<file path="src/rtl/ts_sync_framer.sv">
// Byte-wide TS sync framer: hunts for sync bytes at packet spacing, locks,
// and forwards whole packets with a sync strobe and per-byte error flag.
module ts_sync_framer #(
    parameter int          PKT_LEN    = 188,
    parameter logic [7:0]  SYNC_BYTE  = 8'h47,
    parameter int          LOCK_CNT   = 3,
    parameter int          UNLOCK_CNT = 3
) (
    input  logic        ts_clk,
    input  logic        rst,
    input  logic        in_dvalid,
    input  logic [7:0]  in_data,
    input  logic        in_err,
    output logic        fr_ts_sync,
    output logic        fr_ts_dvalid,
    output logic [7:0]  fr_ts_di,
    output logic        fr_ts_derr,
    output logic        locked,
    output logic [15:0] sync_loss_cnt
);

    localparam int CW = $clog2(PKT_LEN);
    localparam int GW = $clog2(LOCK_CNT + 1);
    localparam int BW = $clog2(UNLOCK_CNT + 1);

    typedef enum logic [1:0] {
        HUNT,
        CHECK,
        LOCKED
    } state_t;

    state_t        state_q, state_d;
    logic [CW-1:0] byte_cnt_q, byte_cnt_d;
    logic [GW-1:0] good_cnt_q, good_cnt_d;
    logic [BW-1:0] bad_cnt_q, bad_cnt_d;
    logic          pkt_bad_q, pkt_bad_d;
    logic [15:0]   loss_q, loss_d;
    logic          sync_q, sync_d;
    logic          dv_q, dv_d;
    logic [7:0]    di_q, di_d;
    logic          derr_q, derr_d;

    logic [CW-1:0] byte_nxt;
    logic [GW-1:0] good_inc;
    logic [BW-1:0] bad_inc;
    logic          at_sync;
    logic          match;

    assign byte_nxt = (byte_cnt_q == CW'(PKT_LEN - 1)) ? '0
                                                        : byte_cnt_q + CW'(1);
    assign good_inc = good_cnt_q + GW'(1);
    assign bad_inc  = bad_cnt_q + BW'(1);
    assign at_sync  = (byte_cnt_q == '0);
    assign match    = (in_data == SYNC_BYTE) && !in_err;

    always_ff @(posedge ts_clk) begin
        if (rst) begin
            state_q    <= HUNT;
            byte_cnt_q <= '0;
            good_cnt_q <= '0;
            bad_cnt_q  <= '0;
            pkt_bad_q  <= 1'b0;
            loss_q     <= '0;
            sync_q     <= 1'b0;
            dv_q       <= 1'b0;
            di_q       <= '0;
            derr_q     <= 1'b0;
        end else begin
            state_q    <= state_d;
            byte_cnt_q <= byte_cnt_d;
            good_cnt_q <= good_cnt_d;
            bad_cnt_q  <= bad_cnt_d;
            pkt_bad_q  <= pkt_bad_d;
            loss_q     <= loss_d;
            sync_q     <= sync_d;
            dv_q       <= dv_d;
            di_q       <= di_d;
            derr_q     <= derr_d;
        end
    end

    always_comb begin
        state_d    = state_q;
        byte_cnt_d = byte_cnt_q;
        good_cnt_d = good_cnt_q;
        bad_cnt_d  = bad_cnt_q;
        pkt_bad_d  = pkt_bad_q;
        loss_d     = loss_q;
        sync_d     = 1'b0;
        dv_d       = 1'b0;
        di_d       = in_data;
        derr_d     = 1'b0;
        if (in_dvalid) begin
            unique case (state_q)
                HUNT: begin
                    if (match) begin
                        byte_cnt_d = CW'(1);
                        good_cnt_d = GW'(1);
                        if (LOCK_CNT == 1) begin
                            state_d   = LOCKED;
                            pkt_bad_d = 1'b0;
                            bad_cnt_d = '0;
                            dv_d      = 1'b1;
                            sync_d    = 1'b1;
                        end else begin
                            state_d = CHECK;
                        end
                    end
                end
                CHECK: begin
                    byte_cnt_d = byte_nxt;
                    if (at_sync) begin
                        if (match) begin
                            good_cnt_d = good_inc;
                            if (good_inc == GW'(LOCK_CNT)) begin
                                state_d   = LOCKED;
                                pkt_bad_d = 1'b0;
                                bad_cnt_d = '0;
                                dv_d      = 1'b1;
                                sync_d    = 1'b1;
                            end
                        end else begin
                            // failing byte is not reconsidered as a new candidate
                            state_d    = HUNT;
                            good_cnt_d = '0;
                            byte_cnt_d = '0;
                        end
                    end
                end
                LOCKED: begin
                    byte_cnt_d = byte_nxt;
                    dv_d       = 1'b1;
                    derr_d     = in_err | pkt_bad_q;
                    if (at_sync) begin
                        sync_d = 1'b1;
                        if (match) begin
                            bad_cnt_d = '0;
                            pkt_bad_d = 1'b0;
                            derr_d    = in_err;
                        end else if (bad_inc == BW'(UNLOCK_CNT)) begin
                            state_d    = HUNT;
                            dv_d       = 1'b0;
                            sync_d     = 1'b0;
                            derr_d     = 1'b0;
                            good_cnt_d = '0;
                            bad_cnt_d  = '0;
                            pkt_bad_d  = 1'b0;
                            byte_cnt_d = '0;
                            if (loss_q != 16'hFFFF)
                                loss_d = loss_q + 16'd1;
                        end else begin
                            bad_cnt_d = bad_inc;
                            pkt_bad_d = 1'b1;
                            derr_d    = 1'b1;
                        end
                    end
                end
                default: state_d = HUNT;
            endcase
        end
    end

    assign fr_ts_sync    = sync_q;
    assign fr_ts_dvalid  = dv_q;
    assign fr_ts_di      = di_q;
    assign fr_ts_derr    = derr_q;
    assign locked        = (state_q == LOCKED);
    assign sync_loss_cnt = loss_q;

endmodule
</file>
<file path="config.mk">
export PLATFORM = sky130hd
export DESIGN_NAME = ts_sync_framer
export DESIGN_NICKNAME = d
export VERILOG_FILES = /design/src/rtl/ts_sync_framer.sv
export SDC_FILE = /design/constraint.sdc
export NUM_CORES = 1
export LEC_CHECK = 0
export BUFFER_PORTS_ARGS = -buffer_cell sky130_fd_sc_hd__buf_2
export CAP_MARGIN = 25
export CORE_MARGIN = 4
export CORE_UTILIZATION = 45
export CTS_BUF_LIST = sky130_fd_sc_hd__clkbuf_8 sky130_fd_sc_hd__clkbuf_16
export CTS_CLUSTER_SIZE = 20
export DETAILED_ROUTE_END_ITERATION = 6
export PLACE_DENSITY_LB_ADDON = 0.3
export SLEW_MARGIN = 10
export SYNTH_ARGS = -nofsm -noshare
export SYNTH_HDL_FRONTEND = slang
export SYNTH_SLANG_ARGS = --single-unit
</file>
<file path="constraint.sdc">
create_clock -name ts_clk -period 2.8 [get_ports ts_clk]
set_input_delay 0.56 -clock ts_clk [delete_from_list [all_inputs] [get_ports ts_clk]]
set_output_delay 0.56 -clock ts_clk [all_outputs]
set_load 0.05 [all_outputs]
</file>
==> results.json <==
{
  "arrival_ns": 2.53,
  "start_util": 0.464,
  "ys_top_cells_by_area": "dfxtp_1 (38%), or3_1 (4.3%), ha_1 (4.0%), a21oi_1 (3.9%), o21ai_0 (3.9%)",
  "rows": 25,
  "io_buffers": 39,
  "leakage_nw": 1.02,
  "syn_area_per_cell_um2": 8.67,
  "cts.sinks": 42,
  "yosysMostFrequentCell": "dfxtp_1",
  "switching_share": 0.234,
  "synthCells": 253,
  "drv_slew": 0,
  "cp_max_fo": 8,
  "pwr-share-comb": 0.063,
  "synthArstFlopShare": 0,
  "ys.flop_type": "dfxtp_1",
  "final_area_um2": 2570,
  "finalPower_w": 0.00107,
  "postCtsSetupRepairBufs": 0,
  "finalHoldViolCount": 0,
  "routed_wl_um": 5000,
  "cts_tree": "built",
  "final_cells": 364,
  "synthesis.area_um2": 2190,
  "syn-num-nets": 272,
  "drcViolationCount": 0,
  "grt.overflow.total": 0,
  "ant_nets": 0,
  "finalSetupTns_ns": 0,
  "dp_cells": 356,
  "cts-root-buf": "clkbuf_8",
  "synth_top_area_cell": "dfxtp_1",
  "clock_path_buffers": 2,
  "numCtsBuffers": 5,
  "clkTransAtPathRegs_ns": 0.08,
  "via_count": 2037,
  "status": "finished, final reports clean",
  "final_nets": 315,
  "p_clk_frac": 0.371,
  "grt_pass1_wl_um": 8420,
  "maxCapViolations": 0,
  "die_h_um": 77.8,
  "place_area_um2": 2480,
  "place_congestion": 0.850,
  "drive_gt1_frac": 0.212,
  "core_um2": 4720,
  "clock_skew_ns": 0.0123,
  "postCtsHoldBufs": 0,
  "yosysTopAreaCellShare": 0.383,
  "area_growth_pct": 17.1,
  "hold_slack_ns": 0.481,
  "ys_seq_elements": 42,
  "pwr-share-seq": 0.566,
  "viasPerCell": 5.60,
  "grt_max_degree": 41,
  "period_share": 0.831,
  "worst_slew_pin_slew_ns": 0.792,
  "first_global_vias": 1823,
  "ir_drop_mv": 0.207,
  "fillCellCount": 440,
  "powerDensity_nw_per_um2": 416,
  "ys_top_cells_by_count": "dfxtp_1 (42), a21oi_1 (17), o21ai_0 (17), nand2_1 (16)",
  "switching_power_w": 0.000250,
  "n_antenna_cell": 0,
  "wl_per_cell_um": 13.7,
  "drtIter0Drc": 145,
  "synth-edff-count": 0,
  "hp-class": "primary input to register",
  "rsz0062_at_grt": "false",
  "cts_resized": 0,
  "critPathKind": "register to register",
  "yosysWarningCount": 0,
  "synth.distinct_cells": 50,
  "clock_latency_ns": 0.30,
  "antenna_found_initial": 0,
  "dieWidth_um": 77.8,
  "relSlewSlack": 0.470,
  "critPathRequiredTime_ns": 3.01,
  "end_kind": "register",
  "yosysSeqAreaShare": 0.383,
  "cts_max_level": 2,
  "finalCriticalPeriod_ns": 2.33,
  "die_area_um2": 6060,
  "drt-pass1-iter-count": 4,
  "dp_hpwl_um": 3540,
  "fmax_mhz": 430,
  "num_io_pins": 40,
  "start_kind": "register",
  "setup_viol": 0,
  "p_int_w": 0.000818,
  "grt_usage": 0.170
}
==> flip-flops by register name, summed over array words and instances, names as in the netlist <==
name and cells:
sync_loss_cnt 16, byte_cnt_q 8, fr_ts_di 8, bad_cnt_q 2
good_cnt_q 2, state_q 2, fr_ts_derr 1, fr_ts_dvalid 1
fr_ts_sync 1, pkt_bad_q 1
==> final cells by class <==
class / instances / area (um2) / share of cell area
multi-input cells: 194 / 1280 / 0.499
flip-flops and latches: 42 / 841 / 0.327
repair buffers: 45 / 240 / 0.0936
well taps: 67 / 83.8 / 0.0327
clock buffers: 6 / 82.6 / 0.0322
inverters: 8 / 30.0 / 0.0117
clock inverters: 2 / 8.76 / 0.00341
==> critical path: stages (launching register included) <==
cell and delay [ns]:
dfxtp_1 0.34, inv_1 0.09, ha_1 0.18, or4b_1 0.52, nor2_2 0.27, a32oi_2 0.18
buf_4 0.19, or3_1 0.34, a21oi_1 0.14
==> path summary, 6_finish.rpt <==
| check | from | end | slack (ns) | depth (start not counted) |
|---|---|---|---|---|
| worst min register to register | byte_cnt_q[1] | byte_cnt_q[1] | 0.49 | 2 |
| worst max-delay path | byte_cnt_q[0] | state_q[0] | 0.47 | 8 |
| worst min-delay path | in_data[5] | fr_ts_di[5] | 0.48 | 2 |
| worst max register to register | byte_cnt_q[0] | state_q[0] | 0.47 | 8 |
==> logic make-up after synthesis <==
logic type      count (synthesis)  synth area share
compound gates                 57             0.177
xor+xnor                       10            0.0399
fa+ha+maj                       7            0.0399
buf+inv                        17            0.0325
flops                          42             0.383
mux                             4            0.0194
simple gates                  116             0.307
==> metrics by stage <==
stage | setup WS [ns] | utilization
CTS | 0.504 | 0.544
global placement | 0.340 | 0.524
finish | 0.475 | 0.544
global route | 0.232 | 0.544
detailed placement | 0.286 | 0.524
floorplan | 0.431 | -
==> power groups by stage <==
stage,Clock (W),Sequential [W],Combinational (W)
6_report,0.000396,0.000604,0.0000675
5_1_grt,0.000436,0.000605,0.0000719
3_3_place_gp,0,0.000618,0.0000671
2_1_floorplan,0,0.000640,0.0000236
4_1_cts,0.000414,0.000604,0.0000675
3_5_place_dp,0,0.000618,0.0000676
==> metal layers <==
layer  GRT usage  up-vias  share of wire
met5           0        -              0
met4      0.0569        0          0.018
met3      0.0394        7          0.058
met2       0.271       66           0.45
met1       0.226      947           0.48
li1            -     1017              -
==> layout by cell type, fill, tap and decap left out, types with 3 or more instances in the layout <==
cell type	netlist	layout
nand3_1	13	13
nor2_1	15	15
nor4_1	3	3
buf_2	0	39
a21oi_1	17	17
nor3_1	4	4
buf_4	0	6
dfxtp_1	42	42
clkbuf_8	0	6
inv_1	8	9
o31ai_1	4	4
o21ai_0	17	17
and4_1	5	5
nor2b_1	11	11
nand2b_1	6	6
or3_1	15	15
ha_1	7	7
and3_1	8	8
nand4_1	6	6
xor2_1	8	8
nand2_1	16	16
Note: power is estimated with default switching activity, not from simulation.
